[src/rtl/sram_arbiter_if.sv]
// rtl/sram_arbiter_if.sv - SRAM-like request/response bundle shared by fetch, memory and downstream ports
interface sram_arbiter_if;
  logic        req;
  logic        wr;
  logic [1:0]  size;
  logic [3:0]  wstrb;
  logic [31:0] addr;
  logic [31:0] wdata;
  logic        addr_ok;
  logic        data_ok;
  logic [31:0] rdata;

  // Requester side: issues the request, receives the handshakes and read data
  modport master (
    output req, wr, size, wstrb, addr, wdata,
    input  addr_ok, data_ok, rdata
  );

  // Responder side: accepts the request, returns the handshakes and read data
  modport slave (
    input  req, wr, size, wstrb, addr, wdata,
    output addr_ok, data_ok, rdata
  );
endinterface

[src/rtl/sram_arbiter.sv]
// rtl/sram_arbiter.sv - two-source SRAM-like arbiter with in-order ID FIFO; SRAM_ARB_RR_EN selects round-robin ties
module sram_arbiter #(
  parameter int OT_DEPTH = 4
) (
  input  logic           clk_i,
  input  logic           reset_i,
  sram_arbiter_if.slave  inst_if,
  sram_arbiter_if.slave  data_if,
  sram_arbiter_if.master mem_if,
  output logic           arb_err_o
);

  localparam int PW = $clog2(OT_DEPTH);
  localparam logic [PW-1:0] PTR_ONE  = PW'(1);
  localparam logic [PW:0]   CNT_ONE  = (PW+1)'(1);
  localparam logic [PW:0]   CNT_FULL = (PW+1)'(OT_DEPTH);

  // ID storage: 0 = inst, 1 = data
  logic [OT_DEPTH-1:0] id_q;
  logic [PW-1:0]       wr_ptr_q;
  logic [PW-1:0]       rd_ptr_q;
  logic [PW:0]         count_q;
  logic [PW:0]         count_d;
  logic                lock_q;
  logic                lock_src_q;
  logic                arb_err_q;
`ifdef SRAM_ARB_RR_EN
  logic                last_grant_q;
`endif

  logic gnt_inst;
  logic gnt_data;
  logic lock_hit;
  logic full;
  logic empty;
  logic push;
  logic pop;
  logic head_id;

  assign full    = (count_q == CNT_FULL);
  assign empty   = (count_q == '0);
  assign head_id = id_q[rd_ptr_q];

  // Grant selection: a held lock wins while its source still requests, then tie-break, then lone requester
  always_comb begin
    gnt_inst = 1'b0;
    gnt_data = 1'b0;
    lock_hit = lock_q & (lock_src_q ? data_if.req : inst_if.req);
    if (lock_hit) begin
      gnt_data = lock_src_q;
      gnt_inst = ~lock_src_q;
    end else if (inst_if.req & data_if.req) begin
`ifdef SRAM_ARB_RR_EN
      gnt_inst = last_grant_q;
      gnt_data = ~last_grant_q;
`else
      gnt_data = 1'b1;
`endif
    end else begin
      gnt_inst = inst_if.req;
      gnt_data = data_if.req;
    end
  end

  // Downstream request fields follow the granted source, zero when nobody is granted
  always_comb begin
    mem_if.wr    = 1'b0;
    mem_if.size  = 2'b0;
    mem_if.wstrb = 4'b0;
    mem_if.addr  = 32'b0;
    mem_if.wdata = 32'b0;
    if (gnt_inst) begin
      mem_if.wr    = inst_if.wr;
      mem_if.size  = inst_if.size;
      mem_if.wstrb = inst_if.wstrb;
      mem_if.addr  = inst_if.addr;
      mem_if.wdata = inst_if.wdata;
    end else if (gnt_data) begin
      mem_if.wr    = data_if.wr;
      mem_if.size  = data_if.size;
      mem_if.wstrb = data_if.wstrb;
      mem_if.addr  = data_if.addr;
      mem_if.wdata = data_if.wdata;
    end
  end

  // Full is judged on the registered count, so a same-cycle pop never re-opens the request path
  assign mem_if.req      = (inst_if.req | data_if.req) & ~full & ~reset_i;
  assign push            = mem_if.req & mem_if.addr_ok;
  assign pop             = mem_if.data_ok & ~empty & ~reset_i;

  assign inst_if.addr_ok = mem_if.addr_ok & mem_if.req & gnt_inst;
  assign data_if.addr_ok = mem_if.addr_ok & mem_if.req & gnt_data;
  assign inst_if.data_ok = pop & ~head_id;
  assign data_if.data_ok = pop & head_id;
  assign inst_if.rdata   = mem_if.rdata;
  assign data_if.rdata   = mem_if.rdata;
  assign arb_err_o       = arb_err_q;

  // Occupancy change from the push/pop pair; both together leave it unchanged
  always_comb begin
    count_d = count_q;
    case ({push, pop})
      2'b10:   count_d = count_q + CNT_ONE;
      2'b01:   count_d = count_q - CNT_ONE;
      default: count_d = count_q;
    endcase
  end

  // In-order ID FIFO: push the granted source on address handshake, pop the head on data return
  always_ff @(posedge clk_i) begin
    if (reset_i) begin
      wr_ptr_q <= '0;
      rd_ptr_q <= '0;
      count_q  <= '0;
    end else begin
      if (push) begin
        id_q[wr_ptr_q] <= gnt_data;
        wr_ptr_q       <= wr_ptr_q + PTR_ONE;
      end
      if (pop) begin
        rd_ptr_q <= rd_ptr_q + PTR_ONE;
      end
      count_q <= count_d;
    end
  end

  // Hold the grant on a source whose request was presented but not accepted
  always_ff @(posedge clk_i) begin
    if (reset_i) begin
      lock_q     <= 1'b0;
      lock_src_q <= 1'b0;
    end else begin
      lock_q     <= mem_if.req & ~mem_if.addr_ok;
      lock_src_q <= gnt_data;
    end
  end

  // Sticky error: data returned with nothing outstanding
  always_ff @(posedge clk_i) begin
    if (reset_i) begin
      arb_err_q <= 1'b0;
    end else if (mem_if.data_ok & empty) begin
      arb_err_q <= 1'b1;
    end
  end

`ifdef SRAM_ARB_RR_EN
  // Remember who won the last accepted request so ties alternate
  always_ff @(posedge clk_i) begin
    if (reset_i) begin
      last_grant_q <= 1'b1;
    end else if (push) begin
      last_grant_q <= gnt_data;
    end
  end
`endif

endmodule

[src/flat_wrapper.sv]
// flat-port wrapper written by rule: the top's interface ports become plain ports
module sram_arbiter_flat 
#(
  parameter int OT_DEPTH = 4
)
  (clk_i, reset_i, arb_err_o, inst_if_req, inst_if_wr, inst_if_size, inst_if_wstrb, inst_if_addr, inst_if_wdata, inst_if_addr_ok, inst_if_data_ok, inst_if_rdata, data_if_req, data_if_wr, data_if_size, data_if_wstrb, data_if_addr, data_if_wdata, data_if_addr_ok, data_if_data_ok, data_if_rdata, mem_if_req, mem_if_wr, mem_if_size, mem_if_wstrb, mem_if_addr, mem_if_wdata, mem_if_addr_ok, mem_if_data_ok, mem_if_rdata);
  sram_arbiter_if inst_if_i ();
  sram_arbiter_if data_if_i ();
  sram_arbiter_if mem_if_i ();
  input  logic clk_i;
  input  logic reset_i;
  output logic arb_err_o;
  input wire logic [$bits(inst_if_i.req)-1:0] inst_if_req;
  input wire logic [$bits(inst_if_i.wr)-1:0] inst_if_wr;
  input wire logic [$bits(inst_if_i.size)-1:0] inst_if_size;
  input wire logic [$bits(inst_if_i.wstrb)-1:0] inst_if_wstrb;
  input wire logic [$bits(inst_if_i.addr)-1:0] inst_if_addr;
  input wire logic [$bits(inst_if_i.wdata)-1:0] inst_if_wdata;
  output wire logic [$bits(inst_if_i.addr_ok)-1:0] inst_if_addr_ok;
  output wire logic [$bits(inst_if_i.data_ok)-1:0] inst_if_data_ok;
  output wire logic [$bits(inst_if_i.rdata)-1:0] inst_if_rdata;
  input wire logic [$bits(data_if_i.req)-1:0] data_if_req;
  input wire logic [$bits(data_if_i.wr)-1:0] data_if_wr;
  input wire logic [$bits(data_if_i.size)-1:0] data_if_size;
  input wire logic [$bits(data_if_i.wstrb)-1:0] data_if_wstrb;
  input wire logic [$bits(data_if_i.addr)-1:0] data_if_addr;
  input wire logic [$bits(data_if_i.wdata)-1:0] data_if_wdata;
  output wire logic [$bits(data_if_i.addr_ok)-1:0] data_if_addr_ok;
  output wire logic [$bits(data_if_i.data_ok)-1:0] data_if_data_ok;
  output wire logic [$bits(data_if_i.rdata)-1:0] data_if_rdata;
  output wire logic [$bits(mem_if_i.req)-1:0] mem_if_req;
  output wire logic [$bits(mem_if_i.wr)-1:0] mem_if_wr;
  output wire logic [$bits(mem_if_i.size)-1:0] mem_if_size;
  output wire logic [$bits(mem_if_i.wstrb)-1:0] mem_if_wstrb;
  output wire logic [$bits(mem_if_i.addr)-1:0] mem_if_addr;
  output wire logic [$bits(mem_if_i.wdata)-1:0] mem_if_wdata;
  input wire logic [$bits(mem_if_i.addr_ok)-1:0] mem_if_addr_ok;
  input wire logic [$bits(mem_if_i.data_ok)-1:0] mem_if_data_ok;
  input wire logic [$bits(mem_if_i.rdata)-1:0] mem_if_rdata;
  assign inst_if_i.req = inst_if_req;
  assign inst_if_i.wr = inst_if_wr;
  assign inst_if_i.size = inst_if_size;
  assign inst_if_i.wstrb = inst_if_wstrb;
  assign inst_if_i.addr = inst_if_addr;
  assign inst_if_i.wdata = inst_if_wdata;
  assign inst_if_addr_ok = inst_if_i.addr_ok;
  assign inst_if_data_ok = inst_if_i.data_ok;
  assign inst_if_rdata = inst_if_i.rdata;
  assign data_if_i.req = data_if_req;
  assign data_if_i.wr = data_if_wr;
  assign data_if_i.size = data_if_size;
  assign data_if_i.wstrb = data_if_wstrb;
  assign data_if_i.addr = data_if_addr;
  assign data_if_i.wdata = data_if_wdata;
  assign data_if_addr_ok = data_if_i.addr_ok;
  assign data_if_data_ok = data_if_i.data_ok;
  assign data_if_rdata = data_if_i.rdata;
  assign mem_if_req = mem_if_i.req;
  assign mem_if_wr = mem_if_i.wr;
  assign mem_if_size = mem_if_i.size;
  assign mem_if_wstrb = mem_if_i.wstrb;
  assign mem_if_addr = mem_if_i.addr;
  assign mem_if_wdata = mem_if_i.wdata;
  assign mem_if_i.addr_ok = mem_if_addr_ok;
  assign mem_if_i.data_ok = mem_if_data_ok;
  assign mem_if_i.rdata = mem_if_rdata;
  sram_arbiter #(.OT_DEPTH(OT_DEPTH)) u_core (.clk_i(clk_i), .reset_i(reset_i), .inst_if(inst_if_i), .data_if(data_if_i), .mem_if(mem_if_i), .arb_err_o(arb_err_o));
endmodule
[config.mk]
export PLATFORM = sky130hd
export DESIGN_NAME = sram_arbiter_flat
export DESIGN_NICKNAME = d
export VERILOG_FILES = /design/src/rtl/sram_arbiter_if.sv /design/src/rtl/sram_arbiter.sv /design/src/flat_wrapper.sv
export SDC_FILE = /design/constraint.sdc
export NUM_CORES = 1
export LEC_CHECK = 0
export CAP_MARGIN = 5
export CORE_AREA = 2 2 125 127
export CTS_BUF_LIST = sky130_fd_sc_hd__clkbuf_16
export DETAILED_ROUTE_END_ITERATION = 10
export DIE_AREA = 0 0 127 129
export PLACE_DENSITY = 0.66
export REMOVE_ABC_BUFFERS = 1
export SLEW_MARGIN = 15
export SYNTH_ARGS = -nofsm -noshare
export SYNTH_HDL_FRONTEND = slang
export SYNTH_SLANG_ARGS = --single-unit
[constraint.sdc]
create_clock -name clk_i -period 3.4 [get_ports clk_i]
set_clock_uncertainty 0.05 [all_clocks]
set_input_delay 1.02 -clock clk_i [delete_from_list [all_inputs] [get_ports clk_i]]
set_output_delay 1.02 -clock clk_i [all_outputs]
set_load 0.1 [all_outputs]
==> run_results.csv, run 1 <==
group,metric,value,unit
run_status,status,"finished, final reports clean",
clocking,clk_path_buf_depth,2,
sta,whs,430,ps
run,maxCapViolations,0,
grt,antenna_found_initial,1,
detailed_routing,via_per_inst,4.53,
logic_synthesis,synth-seq-area-share,13.9,%
power_and_ir_drop,vdd_drop_max,0.174,mV
worst_setup_path,critPathLaunchType,"input port",
placed_design,dp_slack,-67.6,ps
sta,min_period,3360,ps
clocking,clock-sinks,14,
worst_setup_path,critical_path.top_delay_family,"buffers and inverters",
floorplan,rows,45,
power_and_ir_drop,total_power,1.70,mW
logic_synthesis,ys.flop_type,"dfxtp_1",
placed_design,gp_congestion,0.866,
detailed_routing,wl,17.0,mm
clocking,cts_hold_buf,0,
sta,rsz0062_at_grt,"true",
clocking,numCtsBuffers,3,
worst_hold_path,hold_path.class,"register to register",
finish,area_growth,127,%
logic_synthesis,async_flop_share,0,%
clocking,path_clk_slew,40,ps
sta,setup_viol,0,
logic_synthesis,ys_warn_count,0,
worst_setup_path,end_kind,"output pin",
detailed_routing,routedWlPerCell,23.8,um
sta,postLayoutSetupSlackWorst,38.5,ps
detailed_routing,drtPass1Iterations,4,
worst_setup_path,crit_arrival,2290,ps
grt,grt_pass1_wl,23.6,mm
placed_design,hpwl,14.5,mm
sta,fmax,297,MHz
sta,slew_headroom,73.2,%
detailed_routing,drt_iter0_drc,178,
placed_design,port_buffers,224,
finish,antenna_cells,0,
logic_synthesis,syn-mean-instance-area,6.09,um^2
finish,drive_above_1_share,21.0,%
floorplan,die_y,129,um
grt,grt_max_degree,41,
worst_setup_path,cp.required,2330,ps
finish,fillers,1563,
logic_synthesis,ys_ff_latch,14,
logic_synthesis,synthDistinctLibCells,35,
floorplan,dieWidth,127,um
worst_setup_path,cp_slowest_cell,"clkdlybuf4s50_1",
sta,period_share,98.9,%
worst_setup_path,critPathMaxStageDelay,440,ps
sta,slew_violations,0,
clocking,ctsRootBufferMaster,"clkbuf_16",
floorplan,die_area,0.0164,mm^2
logic_synthesis,synth_edf_count,4,
clocking,cts_tree,"yes",
finish,fin_util,34.8,%
floorplan,initial_core_util,15.4,%
logic_synthesis,synth_area,0.00230,mm^2
worst_setup_path,crit_fanout,4,
detailed_routing,num_vias,3247,
grt,grt_overflow,0,
worst_setup_path,critPathKind,"input port to output pin",
logic_synthesis,netlist_instances,378,
clocking,clock_latency,240,ps
detailed_routing,ant_nets,0,
finish,mostFrequentLayoutCells,"145 x clkdlybuf4s50_1, 82 x buf_12, 72 x nand2_1",
worst_setup_path,crit_chain,"clkdlybuf4s50_1 -> o21ba_2 -> and3_4 -> inv_4 -> nor2_2 -> buf_12",
power_and_ir_drop,total_leakage_power,2.08,nW
clocking,h-tree-depth,1,
floorplan,core,0.0150,mm^2
finish,final_nets,715,
power_and_ir_drop,p_per_area,326,mW/mm^2
grt,first_global_vias,3293,
sta,hold_viol_final,0,
floorplan,ios,321,
sta,worst_pin_slew,398,ps
grt,grt_usage,20.1,%
detailed_routing,drc_errors,0,
finish,mostFrequentLayoutCell,"clkdlybuf4s50_1",
worst_setup_path,cp_num_buf_inv,3,
-- cells by family (layout without fill, tap and decap cells) --
family                   after synthesis  after routing  synth area share, %
AND/OR/NAND/NOR                      170            170                 33.7
buffers and inverters                103            253                 27.9
AO/OA/AOI/OAI                         79             79                 18.0
flip-flops                            14             14                 13.9
adder cells (fa/ha/maj)                6              6                 3.59
XOR/XNOR                               4              4                 1.52
multiplexers                           2              2                 1.41
-- repair_timing --
item,CTS,global route
resized for setup,6,25
endpoints found under the setup margin,6,30
setup buffers,0,0
-- cell usage after synthesis (3+ instances only) --
library cell,n,share of area [%]
a21oi_1,3,0.65
and2_1,5,1.4
buf_2,4,0.87
buf_4,64,21
clkbuf_1,20,3.3
clkbuf_2,6,1.3
dfxtp_1,10,8.7
edfxtp_1,4,5.2
ha_1,5,2.7
inv_1,5,0.82
nand2_1,72,12
nand3_1,71,15
nor2_1,11,1.8
nor3_1,3,0.65
o21ai_0,66,14
o21ai_1,6,1.3
xor2_1,4,1.5
-- worst register-to-register path: cells and delay by family, from the launching register on --
family	cells	cell delay [ps]
and+or+nand+nor	3	980
adders and majority gates	2	540
DFF	1	420
xor gates and xnor gates	1	160
buffers and inverters	2	140
AOI/OAI and AO/OA	1	130
-- area by class of cell --
| type | instances | area, um^2 | share of cell area [%] |
|---|---|---|---|
| multi-input cells | 261 | 1350 | 25.8 |
| repair buffers | 242 | 3200 | 61.4 |
| flip-flops and latches | 14 | 320 | 6.14 |
| well taps | 188 | 235 | 4.51 |
| clock inverters | 1 | 3.75 | 0.0720 |
| clock buffers | 3 | 75.1 | 1.44 |
| inverters | 7 | 28.8 | 0.552 |
-- layer usage --
metal | global-route usage (%) | vias to the layer above | share of wire (%) | routed length, um
met5 | 8.82 | - | 1.3 | 220
met1 | 22.1 | 1450 | 37 | 6340
li1 | - | 1513 | - | -
met4 | 2.46 | 6 | 1.4 | 232
met3 | 17.3 | 16 | 19 | 3170
met2 | 29.5 | 262 | 41 | 7050
-- where the power goes --
part	total (mW)	leakage [nW]	switching, mW	internal [mW]
clock	0.222	0.0385	0.0662	0.155
combinational	1.29	1.93	0.787	0.498
sequential	0.195	0.118	0.0114	0.184
total	1.70	2.08	0.865	0.838
-- registers in the layout (all words and copies together) (netlist names) --
name and cells:
u_core.arb_err_o 1, u_core.rd_ptr_q 2, u_core.lock_q 1, u_core.count_q 3, u_core.lock_src_q 1, u_core.id_q 4, u_core.wr_ptr_q 2
-- per-stage QoR --
stage               instances  TNS [ps]  area (um^2)
floorplan                 282   -208640         1690
global placement          712      -220         5120
detailed placement        712      -104         5120
CTS                       716         0         5210
global route              716     -63.1         5220
finish                    716         0         5220
-- worst paths after layout --
path	depth (start not counted)	start	slack, ps	end
worst min register to register	2	u_core.arb_err_o$_SDFFE_PP0P_	430	u_core.arb_err_o$_SDFFE_PP0P_
worst max register to register	9	u_core.count_q[2]$_SDFFE_PP0P_	920	u_core.count_q[2]$_SDFFE_PP0P_
worst max-delay path	6	reset_i	40	inst_if_addr_ok
worst min-delay path	2	u_core.arb_err_o$_SDFFE_PP0P_	430	u_core.arb_err_o$_SDFFE_PP0P_
Note: power is estimated with default switching activity, not from simulation.
==> run 2: changes to the inputs <==
--- a/config.mk
+++ b/config.mk
@@ -5,12 +5,13 @@
 export SDC_FILE = /design/constraint.sdc
 export NUM_CORES = 1
 export LEC_CHECK = 0
+export ABC_AREA = 1
 export CAP_MARGIN = 5
-export CORE_AREA = 2 2 125 127
+export CORE_AREA = 2 2 124 126
 export CTS_BUF_LIST = sky130_fd_sc_hd__clkbuf_16
 export DETAILED_ROUTE_END_ITERATION = 10
-export DIE_AREA = 0 0 127 129
-export PLACE_DENSITY = 0.66
+export DIE_AREA = 0 0 126 128
+export PLACE_DENSITY = 0.67
 export REMOVE_ABC_BUFFERS = 1
 export SLEW_MARGIN = 15
 export SYNTH_ARGS = -nofsm -noshare
==> run_results.csv, run 2 <==
group,metric,value,unit
sta,fmax,300,MHz
sta,min_period,3330,ps
worst_setup_path,regToRegSetupSlack,1120,ps
detailed_routing,wl,13.1,mm
sta,setup_viol,0,
clocking,h-tree-depth,1,
grt,antenna_found_initial,0,
detailed_routing,drc_errors,0,
sta,period_share,97.9,%
logic_synthesis,syn-mean-instance-area,5.70,um^2
logic_synthesis,ys_top_cells_by_count,"159 x nand2_1, 75 x nand3_1, 71 x buf_4",
power_and_ir_drop,p_per_area,327,mW/mm^2
finish,fin_util,35.8,%
detailed_routing,wl_met3,1.71,mm
worst_setup_path,critPathKind,"input port to output pin",
logic_synthesis,post-synth-top-count-cell,"nand2_1",
floorplan,rows,45,
power_and_ir_drop,total_leakage_power,2.47,nW
sta,slew_violations,0,
grt,grt_pass1_wl,18.3,mm
worst_setup_path,crit_fanout,10,
clocking,ctsRootBufferMaster,"clkbuf_16",
power_and_ir_drop,total_power,1.74,mW
floorplan,core,0.0149,mm^2
finish,regMostFlops,"u_core.id_q",
floorplan,die_area,0.0161,mm^2
grt,grt_usage,15.1,%
finish,regArea,320,um^2
logic_synthesis,yosys.area.top_type,"nand2_1",
floorplan,dieWidth,126,um
worst_hold_path,hold_start,"u_core.arb_err_o$_SDFFE_PP0P_",
finish,final_cells,752,
finish,reg_top3,"u_core.id_q: 4 flops, u_core.count_q: 3 flops",
finish,mostFrequentLayoutCells,"159 x nand2_1, 144 x clkdlybuf4s50_1, 82 x buf_12",
worst_setup_path,regToRegStartpoint,"u_core.count_q[0]$_SDFFE_PP0P_",
grt,grt_overflow,0,
grt,grt_max_degree,55,
placed_design,hpwl,10.4,mm
detailed_routing,via_per_inst,4.08,
finish,antenna_cells,0,
placed_design,port_buffers,224,
logic_synthesis,ys_ff_latch,14,
worst_setup_path,crit_arrival,2260,ps
detailed_routing,top_layer_used,"met5",
clocking,clk_path_buf_depth,2,
floorplan,die_y,128,um
logic_synthesis,synth_edf_count,4,
worst_hold_path,whs_path_depth,2,
worst_hold_path,hold_path.class,"register to register",
placed_design,gp_congestion,0.763,
finish,area_growth,134,%
sta,worst_pin_slew,354,ps
clocking,clock-sinks,14,
finish,final_nets,751,
detailed_routing,drtPass1Iterations,5,
logic_synthesis,ys.flop_type,"dfxtp_1",
worst_hold_path,hold_end,"u_core.arb_err_o$_SDFFE_PP0P_",
detailed_routing,wl_met2,5.86,mm
worst_setup_path,rr_endpoint,"u_core.count_q[2]$_SDFFE_PP0P_",
sta,hold_viol_final,0,
detailed_routing,num_vias,3068,
clocking,path_clk_slew,50,ps
clocking,cts_tree,"yes",
run_status,status,"finished, final reports clean",
logic_synthesis,synth-seq-area-share,14.1,%
clocking,numCtsBuffers,3,
finish,fillers,1543,
floorplan,ios,321,
logic_synthesis,synthDistinctLibCells,24,
finish,mostFrequentLayoutCell,"nand2_1",
finish,multi_input_area,0.00125,mm^2
run,maxCapViolations,0,
sta,fin_tns_setup,0,ps
logic_synthesis,synth_top_area_share,26.3,%
worst_setup_path,critPathLaunchType,"input port",
detailed_routing,routedWlPerCell,17.4,um
clocking,cts_hold_buf,0,
finish,drive_above_1_share,19.9,%
finish,largest_reg_flops,4,
logic_synthesis,async_flop_share,0,%
finish,fin_area,0.00532,mm^2
worst_setup_path,ff2ff_path_depth,12,
logic_synthesis,ys_warn_count,0,
sta,rsz0062_at_grt,"false",
placed_design,place_area,0.00511,mm^2
grt,first_global_vias,3015,
sta,slew_headroom,76.4,%
placed_design,dpl.cell_count,744,
logic_synthesis,ys_top_cells_by_area,"nand2_1 26%, buf_4 23%, nand3_1 17%",
clocking,clock_latency,240,ps
detailed_routing,met1_length,5.32,mm
logic_synthesis,netlist_instances,398,
detailed_routing,ant_nets,0,
power_and_ir_drop,vdd_drop_max,0.187,mV
worst_setup_path,end_kind,"output pin",
logic_synthesis,synth_area,0.00227,mm^2
floorplan,initial_core_util,15.3,%
worst_setup_path,cp.required,2330,ps
detailed_routing,drt_iter0_drc,185,
[run 2: final cells by class]
class | count | share of cell area (%)
inverter | 23 | 1.72
timing repair buffer | 249 | 62.7
sequential | 14 | 6.03
clock buffer | 3 | 1.41
multi-input combinational | 274 | 23.6
tap | 188 | 4.43
clock inverter | 1 | 0.0706
[run 2: logic make-up (layout without fill, tap and decap cells)]
| logic type | Yosys count | count (layout) | share of synthesized area [%] |
|---|---|---|---|
| buffers and inverters | 110 | 276 | 30.8 |
| adder cells (fa/ha/maj) | 6 | 6 | 3.64 |
| flip-flops | 14 | 14 | 14.1 |
| AO/OA/AOI/OAI | 9 | 9 | 2.21 |
| AND/OR/NAND/NOR | 259 | 259 | 49.3 |
[run 2: worst max path at each step]
stage | start | endpoint | slack, ps | cells after the start
2_1_floorplan | inst_if_req | mem_if_addr[0] | -910 | 5
3_3_place_gp | data_if_req | mem_if_wdata[19] | -80 | 7
3_5_place_dp | data_if_req | mem_if_wdata[19] | -70 | 7
4_1_cts | reset_i | data_if_data_ok | 0.1 | 5
5_1_grt | inst_if_req | mem_if_addr[29] | 20 | 8
6_report | inst_if_req | mem_if_addr[11] | 70 | 8
[run 2: power breakdown]
part	internal, mW	switching, mW	total (mW)
Clock	0.155	0.0666	0.222
Sequential	0.184	0.00903	0.193
Combinational	0.523	0.797	1.32
[run 2: metrics by stage]
stage	worst slack, ps	hold slack (ps)
floorplan	-909	394
global placement	-75.4	387
detailed placement	-72.1	386
CTS	0.146	394
global route	16.8	408
finish	71.0	394
[run 2: worst max-delay path, stage by stage]
cell,delay (ps)
buf_2,130
nand3b_1,170
nand2_4,170
buf_12,170
buf_4,170
nand3_1,70
nand2_1,150
buf_12,190
[run 2: layer usage]
metal  vias up  global-route usage, %
li1       1525                      -
met4         2                   1.55
met2       191                   23.0
met3        10                   10.6
met5         -                   4.02
met1      1340                   17.6
[run 2: timing repair]
action,CTS,global route
gates resized for setup,4,1
endpoints found under the setup margin,59,4
gates cloned,3,0
pin swaps,0,0
setup buffers,1,0
